File: src/rtl/x16_approx_mul_pkg.sv
// Shared definitions for the recursive approximate multiplier family:
// parameter limits, the lower-part-OR adder (LOA) helper and the 2x2/4x4
// multiplier cells.
package x16_approx_mul_pkg;

    localparam int unsigned N16_MAX = 8;
    localparam int unsigned N8_MAX  = 4;
    localparam int unsigned N4_MAX  = 4;

    localparam int unsigned W_OUT = 32;
    localparam int unsigned W_X8  = 16;

    // Lower-part-OR adder on up to 32 bits.
    // Bits [k-1:0] are x|y; bits [w-1:k] are a true add seeded with the
    // AND of the two operand bits at position k-1. Result is truncated to w.
    function automatic logic [31:0] loa(
        input logic [31:0] x,
        input logic [31:0] y,
        input int unsigned k,
        input int unsigned w
    );
        logic [31:0] wmask;
        logic [31:0] lo_mask;
        logic [31:0] lo_msb;
        logic [31:0] hi_sum;
        logic        cin;
        wmask   = (w >= 32) ? 32'hFFFF_FFFF : ((32'd1 << w) - 32'd1);
        lo_mask = (k == 0) ? 32'd0 : ((32'd1 << k) - 32'd1);
        lo_msb  = (k == 0) ? 32'd0 : (32'd1 << (k - 1));
        cin     = |(x & y & lo_msb);
        hi_sum  = (x >> k) + (y >> k) + {31'd0, cin};
        return ((hi_sum << k) | ((x | y) & lo_mask)) & wmask;
    endfunction

    // 2x2 cell; the approximate variant reports 3*3 as 7 (fits in 3 bits).
    function automatic logic [3:0] mul2(
        input logic [1:0] a,
        input logic [1:0] b,
        input logic       approx
    );
        logic [3:0] p;
        p = {2'b00, a} * {2'b00, b};
        if (approx && (a == 2'd3) && (b == 2'd3)) begin
            p = 4'd7;
        end
        return p;
    endfunction

    // 4x4 built from four 2x2 cells summed exactly. The first n4 cells in
    // the order LL, LH (aL*bH), HL (aH*bL), HH use the approximate cell.
    function automatic logic [7:0] x4_mul(
        input logic [3:0]  a,
        input logic [3:0]  b,
        input int unsigned n4
    );
        logic [3:0] ll;
        logic [3:0] lh;
        logic [3:0] hl;
        logic [3:0] hh;
        ll = mul2(a[1:0], b[1:0], n4 > 0);
        lh = mul2(a[1:0], b[3:2], n4 > 1);
        hl = mul2(a[3:2], b[1:0], n4 > 2);
        hh = mul2(a[3:2], b[3:2], n4 > 3);
        return {4'd0, ll} + {2'd0, lh, 2'd0} + {2'd0, hl, 2'd0} + {hh, 4'd0};
    endfunction

endpackage

File: src/rtl/x16_approx_mul_x8.sv
// x8_approx_mul: combinational 8x8 approximate multiplier.
// Four 4x4 cells, partial products merged with LOA (k = 2*N8) over 16 bits.
// Ports: a, b - 8-bit unsigned operands; p_c - 16-bit combinational product.
module x8_approx_mul
    import x16_approx_mul_pkg::*;
#(
    parameter int unsigned N8 = 0,
    parameter int unsigned N4 = 0
) (
    input  logic [7:0]  a,
    input  logic [7:0]  b,
    output logic [15:0] p_c
);

    localparam int unsigned K8 = 2 * N8;

    if (N8 > N8_MAX) begin : g_bad_n8
        $error("x8_approx_mul: N8 out of range");
    end
    if (N4 > N4_MAX) begin : g_bad_n4
        $error("x8_approx_mul: N4 out of range");
    end

    logic [7:0]  pp_ll;
    logic [7:0]  pp_lh;
    logic [7:0]  pp_hl;
    logic [7:0]  pp_hh;
    logic [31:0] s1;
    logic [31:0] s2;
    logic [31:0] f;

    // Partial products and LOA accumulation.
    always_comb begin
        pp_ll = x4_mul(a[3:0], b[3:0], N4);
        pp_lh = x4_mul(a[3:0], b[7:4], N4);
        pp_hl = x4_mul(a[7:4], b[3:0], N4);
        pp_hh = x4_mul(a[7:4], b[7:4], N4);
        s1    = loa({20'd0, pp_lh, 4'd0}, {20'd0, pp_hl, 4'd0}, K8, W_X8);
        s2    = loa(s1, {24'd0, pp_ll}, K8, W_X8);
        f     = loa(s2, {16'd0, pp_hh, 8'd0}, K8, W_X8);
        p_c   = f[15:0];
    end

endmodule

File: src/rtl/x16_approx_mul.sv
// x16_approx_mul: 16x16 unsigned approximate multiplier, one-cycle latency.
// Four x8_approx_mul partial products merged by LOA (k = 2*N16), registered.
// Ports: clk - rising-edge clock; reset - async active-low clear;
//        a, b - 16-bit unsigned operands; out - registered 32-bit product.
module x16_approx_mul
    import x16_approx_mul_pkg::*;
#(
    parameter int unsigned N16 = 0,
    parameter int unsigned N8  = 0,
    parameter int unsigned N4  = 0
) (
    input  logic        clk,
    input  logic        reset,
    input  logic [15:0] a,
    input  logic [15:0] b,
    output logic [31:0] out
);

    localparam int unsigned K16 = 2 * N16;

    if (N16 > N16_MAX) begin : g_bad_n16
        $error("x16_approx_mul: N16 out of range");
    end

    logic [15:0] pp_ll;
    logic [15:0] pp_lh;
    logic [15:0] pp_hl;
    logic [15:0] pp_hh;
    logic [31:0] s1;
    logic [31:0] s2;
    logic [31:0] f_c;

    x8_approx_mul #(.N8(N8), .N4(N4)) u_ll (.a(a[7:0]),  .b(b[7:0]),  .p_c(pp_ll));
    x8_approx_mul #(.N8(N8), .N4(N4)) u_lh (.a(a[7:0]),  .b(b[15:8]), .p_c(pp_lh));
    x8_approx_mul #(.N8(N8), .N4(N4)) u_hl (.a(a[15:8]), .b(b[7:0]),  .p_c(pp_hl));
    x8_approx_mul #(.N8(N8), .N4(N4)) u_hh (.a(a[15:8]), .b(b[15:8]), .p_c(pp_hh));

    // Accumulation: cross terms first, then the low term, then the high term.
    always_comb begin
        s1  = loa({8'd0, pp_lh, 8'd0}, {8'd0, pp_hl, 8'd0}, K16, W_OUT);
        s2  = loa(s1, {16'd0, pp_ll}, K16, W_OUT);
        f_c = loa(s2, {pp_hh, 16'd0}, K16, W_OUT);
    end

    // Output register.
    always_ff @(posedge clk or negedge reset) begin
        if (!reset) begin
            out <= '0;
        end else begin
            out <= f_c;
        end
    end

endmodule

File: config.mk
export PLATFORM = sky130hd
export DESIGN_NAME = x16_approx_mul
export DESIGN_NICKNAME = d
export VERILOG_FILES = /design/src/rtl/x16_approx_mul_pkg.sv /design/src/rtl/x16_approx_mul_x8.sv /design/src/rtl/x16_approx_mul.sv
export SDC_FILE = /design/constraint.sdc
export NUM_CORES = 1
export LEC_CHECK = 0
export BUFFER_PORTS_ARGS = -buffer_cell sky130_fd_sc_hd__buf_2
export CAP_MARGIN = 0
export CORE_MARGIN = 4
export CORE_UTILIZATION = 30
export CTS_CLUSTER_SIZE = 28
export DETAILED_ROUTE_END_ITERATION = 8
export GPL_ROUTABILITY_DRIVEN = 1
export MAX_ROUTING_LAYER = met4
export PLACE_DENSITY = 0.45
export REMOVE_ABC_BUFFERS = 1
export SETUP_SLACK_MARGIN = 0.3
export SLEW_MARGIN = 15
export SYNTH_ARGS = -nofsm -noshare
export SYNTH_HDL_FRONTEND = slang
export SYNTH_SLANG_ARGS = --single-unit
export TNS_END_PERCENT = 5
File: constraint.sdc
create_clock -name clk -period 0.8 [get_ports clk]
set_input_delay 0.12 -clock clk [delete_from_list [all_inputs] [get_ports clk]]
set_output_delay 0.12 -clock clk [all_outputs]
set_load 0.02 [all_outputs]
# Yosys cells after proc, flatten, opt, wreduce, memory -nomap -nowiden
# Index checks and enable logic that the tools add are counted.
[totals] reg_bits=32
[op_classes] n_addsub=63 mul=64
[ops] op="2-bit by 2-bit multiplier with 4-bit output" count=64
[ops] op="8-bit by 6-bit adder with 8-bit output" count=16
[ops] op="8-bit adder" count=16
[ops] op="4-bit by 6-bit adder with 7-bit output" count=16
[ops] op="16-bit adder" count=4
[ops] op="13-bit by 8-bit adder with 14-bit output" count=4
[ops] op="12-bit by 12-bit adder with 13-bit output" count=4
[ops] op="32-bit adder" count=1
[ops] op="25-bit by 16-bit adder with 26-bit output" count=1
[ops] op="24-bit by 24-bit adder with 25-bit output" count=1

# Longest topological paths before layout
[depth] word_depth=10 ltp_mapped=36

# Cells and area by module
# Synthesis repeated with hierarchy kept, for this count alone.
[hier_totals] hier_cells=1466 area_unflattened_um2=12988.7
[modules_own_cells] mod="x8_approx_mul (u_hh ...)" seq_area_each_um2=0.0 area_each_um2=2581.2 cells_each=294 instances=3
[modules_own_cells] mod="x16_approx_mul" seq_area_each_um2=800.8 area_each_um2=2662.6 cells_each=291 instances=1
[modules_own_cells] mod="x8_approx_mul (u_lh)" seq_area_each_um2=0.0 area_each_um2=2582.5 cells_each=293 instances=1

# Worst setup path after synthesis
# OpenSTA, ideal clock, no wires.
[synth_path] path_kind="input -> register" startpoint="input b[2]" endpoint="register out[28]" t_arrival_ns=6.226 setup_slack_ns=-5.553 cell_stages=30 setup_time_ns=0.127 path_cell_list="clkbuf_1 -> and2_1 -> ha_1 -> ha_1 -> inv_1 -> fa_1 -> xor2_1 -> fa_1 -> fa_1 -> inv_1 -> ha_1 -> fa_1 -> a21oi_1 -> nor2_1 -> nor2_1 -> xnor2_1 -> ha_1 -> and3_1 -> a211o_1 -> o41a_1 -> and2_1 -> nor2_1 -> ha_1 -> a21o_1 -> a21oi_1 -> nor2_1 -> a221oi_1 -> a211o_1 -> nor3_1 -> xnor2_1"
[synth_between] elab_chain_len=10 elab_cells_between_ends=29 classes_between="add/sub: 21; mul: 8"
[synth_rtl] element="start: declaration" line_no="x16_approx_mul.sv:15" rtl="input logic [15:0] b,"
[synth_rtl] element="2-bit by 2-bit multiplier with 4-bit output" line_no="x16_approx_mul_pkg.sv:42" rtl="p = {2'b00, a} * {2'b00, b};"
[synth_rtl] element="4-bit by 6-bit adder with 7-bit output" line_no="x16_approx_mul_pkg.sv:64" rtl="return {4'd0, ll} + {2'd0, lh, 2'd0} + {2'd0, hl, 2'd0} + {hh, 4'd0};"
[synth_rtl] element="8-bit by 6-bit adder with 8-bit output" line_no="x16_approx_mul_pkg.sv:64"
[synth_rtl] element="8-bit adder" line_no="x16_approx_mul_pkg.sv:64"
[synth_rtl] element="12-bit by 12-bit adder with 13-bit output" line_no="x16_approx_mul_pkg.sv:31" rtl="hi_sum = (x >> k) + (y >> k) + {31'd0, cin};"
[synth_rtl] element="13-bit by 8-bit adder with 14-bit output" line_no="x16_approx_mul_pkg.sv:31"
[synth_rtl] element="16-bit adder" line_no="x16_approx_mul_pkg.sv:31"
[synth_rtl] element="24-bit by 24-bit adder with 25-bit output" line_no="x16_approx_mul_pkg.sv:31"
[synth_rtl] element="25-bit by 16-bit adder with 26-bit output (*)" line_no="x16_approx_mul_pkg.sv:31"
[synth_rtl] element="32-bit adder (*)" line_no="x16_approx_mul_pkg.sv:31"
[synth_rtl] element="via f_c[28]" line_no="x16_approx_mul.sv:31" rtl="logic [31:0] f_c;"
[synth_rtl] element="end signal: assignment" line_no="x16_approx_mul.sv:48" rtl="out <= '0;"
[synth_rtl] element="end signal: assignment" line_no="x16_approx_mul.sv:50" rtl="out <= f_c;"
[synth_rtl] element="end: declaration" line_no="x16_approx_mul.sv:16" rtl="output logic [31:0] out"
# Mark *: on every way through the listed nets, which the timed path passes. The rest lies on a longest branch.

# Worst setup path after layout
[layout_path] startpoint="input a[9]" endpoint="register out[26]"
[layout_between] elab_chain_len=10 elab_cells_between_ends=29 classes_between="add/sub: 21; mul: 8"
[layout_rtl] element="start: declaration" line_no="x16_approx_mul.sv:14" rtl="input logic [15:0] a,"
[layout_rtl] element="2-bit by 2-bit multiplier with 4-bit output" line_no="x16_approx_mul_pkg.sv:42"
[layout_rtl] element="4-bit by 6-bit adder with 7-bit output" line_no="x16_approx_mul_pkg.sv:64"
[layout_rtl] element="8-bit by 6-bit adder with 8-bit output" line_no="x16_approx_mul_pkg.sv:64"
[layout_rtl] element="8-bit adder" line_no="x16_approx_mul_pkg.sv:64"
[layout_rtl] element="12-bit by 12-bit adder with 13-bit output" line_no="x16_approx_mul_pkg.sv:31"
[layout_rtl] element="13-bit by 8-bit adder with 14-bit output" line_no="x16_approx_mul_pkg.sv:31"
[layout_rtl] element="16-bit adder" line_no="x16_approx_mul_pkg.sv:31"
[layout_rtl] element="24-bit by 24-bit adder with 25-bit output" line_no="x16_approx_mul_pkg.sv:31"
[layout_rtl] element="25-bit by 16-bit adder with 26-bit output" line_no="x16_approx_mul_pkg.sv:31"
[layout_rtl] element="32-bit adder (*)" line_no="x16_approx_mul_pkg.sv:31"
[layout_rtl] element="via f_c[26]" line_no="x16_approx_mul.sv:31"
# Marks and branches as above.

==> impl_metrics.env <==
export IMPL_place_port_buffers=65
export IMPL_synth_seq_cells=32
export IMPL_slew_headroom_pct=75.7
export IMPL_fin_setup_tns_ns=-126.54
export IMPL_fmax_mhz=164
export IMPL_critPathMaxStageDelay_ns=0.49
export IMPL_die_h_um=215
export IMPL_yosysSeqAreaShare_pct=6.25
export IMPL_drt_vias_per_instance=4.51
export IMPL_hp_class="input port to async pin"
export IMPL_cts_sinks=32
export IMPL_criticalPathCategory="input port to flip-flop"
export IMPL_status="finished with violations"
export IMPL_wl_um=35100
export IMPL_htree_levels=2
export IMPL_die_w_um=215
export IMPL_layout_drive_gt1_share_pct=30.6
export IMPL_top_regs="out x32"
export IMPL_track_usage_pct=15.8
export IMPL_drv_slew=0
export IMPL_drtAntennaViolNets=0
export IMPL_dr_first_iter_drc_count=271
export IMPL_syn_area_um2=12800
export IMPL_dieArea_um2=46100
export IMPL_synth_cells=1515
export IMPL_cpMostUsedCell="ha_4"
export IMPL_largest_register_ffs=32
export IMPL_synth_adder_area_share_pct=46.6
export IMPL_setup_ws_ns=-5.31
export IMPL_route_met3_wl_um=330
export IMPL_area_growth_pct=36.5
export IMPL_yosys_warnings=0
export IMPL_worst_ep_arrival_time_ns=6.32
export IMPL_worstPathMaxFanout=7
export IMPL_place_ws_ns=-6.13
export IMPL_cts_root_buf="clkbuf_16"
export IMPL_tightest_slew_ns=0.363
export IMPL_async_flop_share_pct=100
export IMPL_synthFlopType="dfrtp_1"
export IMPL_cap_violations=0
export IMPL_synth_edff_count=0
export IMPL_globalplace_congestion=0.819
export IMPL_finalInstanceArea_um2=17500
export IMPL_rows=75
export IMPL_synth_avg_cell_area_um2=8.46
export IMPL_ys_types=47
export IMPL_wl_met2_um=16600
export IMPL_setup_viol=62
export IMPL_dpl_instance_area_um2=15500
export IMPL_grt_pass1_vias=11246
export IMPL_failed_checks="negative hold slack, negative setup slack"
export IMPL_period_minus_slack_ns=6.11
export IMPL_layout_nets=2274
export IMPL_synth_top_family_by_area="adder cells"
export IMPL_synthXorXnorAreaFrac_pct=10.1
export IMPL_drc=0
export IMPL_required_ns=1.01
export IMPL_post_dp_hpwl_um=29800
export IMPL_start_util_pct=30.5
export IMPL_design_core_area_um2=42000
export IMPL_hold_viol_final=32
export IMPL_vias=10623
export IMPL_clk_pin_slew_worst_paths_ns=0.05
export IMPL_critical_path_endpoint_type="flip-flop"
export IMPL_crit_path_top_delay_cell="fa_1"
export IMPL_synth_compound_area_share_pct=11.3
export IMPL_topRoutingLayerUsed="met4"
export IMPL_drtPass1Iterations=4
export IMPL_grt_max_degree=33
export IMPL_rsz0062_at_grt="true"
export IMPL_synthSimpleGateAreaFrac_pct=17.6
export IMPL_wl_met1_um=17300
export IMPL_fin_crit_sh_pct=764
export IMPL_antenna_found_initial=0
export IMPL_grt_pass1_wl_um=57600
export IMPL_cts_path_max_buffers=2
export IMPL_wl_per_cell_um=14.9
export IMPL_ios=66
export IMPL_whs_ns=-0.223
export IMPL_grt_overflow_total=0
export IMPL_regMostFlops="out"
export IMPL_numCtsBuffers=5
export IMPL_muxShareOfSynthArea_pct=0
export IMPL_crit_path_start_kind="input port"
export IMPL_cts_tree="yes"
-- critical path, delay by kind of cell --
kind / cells / cell delay, ns
buffers and inverters: 3 / 0.29
adders and majority gates: 9 / 2.73
and+or+nand+nor: 6 / 0.59
AOI/OAI and AO/OA: 9 / 1.68
xor gates and xnor gates: 5 / 0.87
-- path summary, 6_finish.rpt --
check / startpoint / to / depth (start not counted)
min in group clk: a[0] / out[0] / 3
max in group asynchronous: reset / out[22] / 2
hold / removal: reset / out[5] / 2
setup / recovery: a[9] / out[26] / 32
-- layer usage --
layer  global-route usage (%)  up-vias
met1                     21.2     4994
met5                        -        -
li1                         -     5538
met3                    0.354       28
met4                     3.74        0
met2                     26.6       63
-- stage by stage --
stage / hold slack [ns] / std cells / utilization (%)
finish: -0.223 / 2358 / 41.6
global placement: 0.0804 / 2322 / 36.8
floorplan: -0.176 / 1482 / -
detailed placement: 0.0896 / 2322 / 36.8
global route: -0.199 / 2357 / 41.6
CTS: -0.214 / 2346 / 40.0
-- layout by cell type, fill, tap and decap left out, types with 28 or more instances in the layout --
master	netlist	routed
inv_1	244	230
nand2_1	49	48
and2_1	243	225
ha_1	333	275
xnor2_1	114	86
xor2_1	34	28
a21oi_1	93	56
dfrtp_1	32	32
a21o_1	49	49
ha_4	0	47
a21oi_2	1	35
fa_1	90	76
nor2_1	56	45
buf_4	0	253
buf_2	0	46
-- cell type report --
cell class / count / area (um2)
Clock buffer: 7 / 153
Sequential cell: 32 / 801
Tap cell: 539 / 674
Clock inverter: 1 / 30.0
Antenna cell: 1 / 2.50
Fill cell: 4174 / 24600
Inverter: 246 / 923
Multi-Input combinational cell: 1204 / 12400
Timing Repair Buffer: 328 / 2520
-- timing repair --
item,4_1_cts,5_1_grt
setup endpoints to repair,64,63
gates resized for setup,207,104
hold endpoints to repair,32,32
pin swaps,132,84
setup buffers,16,11
-- synth_stat cells, drive strengths merged, types with 2 or more instances --
cell type,number,area [um2]
inv,246,923
o211ai,2,15.0
nor2b,12,75.1
a21o,49,368
nor3,13,65.1
nand4,3,18.8
and2,243,1520
and3,4,25.0
a21boi,2,15.0
dfrtp,32,801
o21a,6,45.0
a31oi,3,18.8
o31a,2,17.5
o21ai,24,120
nand2,49,184
nand2b,10,62.6
fa,90,1800
nor2,56,210
xnor2,114,998
clkbuf,33,124
ha,333,4170
o31ai,2,15.0
o21bai,20,150
xor2,34,298
a41oi,2,17.5
nand3,12,60.1
a211o,3,26.3
a21oi,94,474
o41a,3,33.8
a211oi,6,50.1
a221oi,2,17.5
-- cells by family after synthesis --
logic type / Yosys count
adder cells (fa/ha/maj): 423
AND/OR/NAND/NOR: 406
buffers and inverters: 279
AO/OA/AOI/OAI: 227
XOR/XNOR: 148
flip-flops: 32
Power is left out: the tool's default activity adds up to more than one toggle a clock period on the data nets, which glitch-free logic cannot reach.
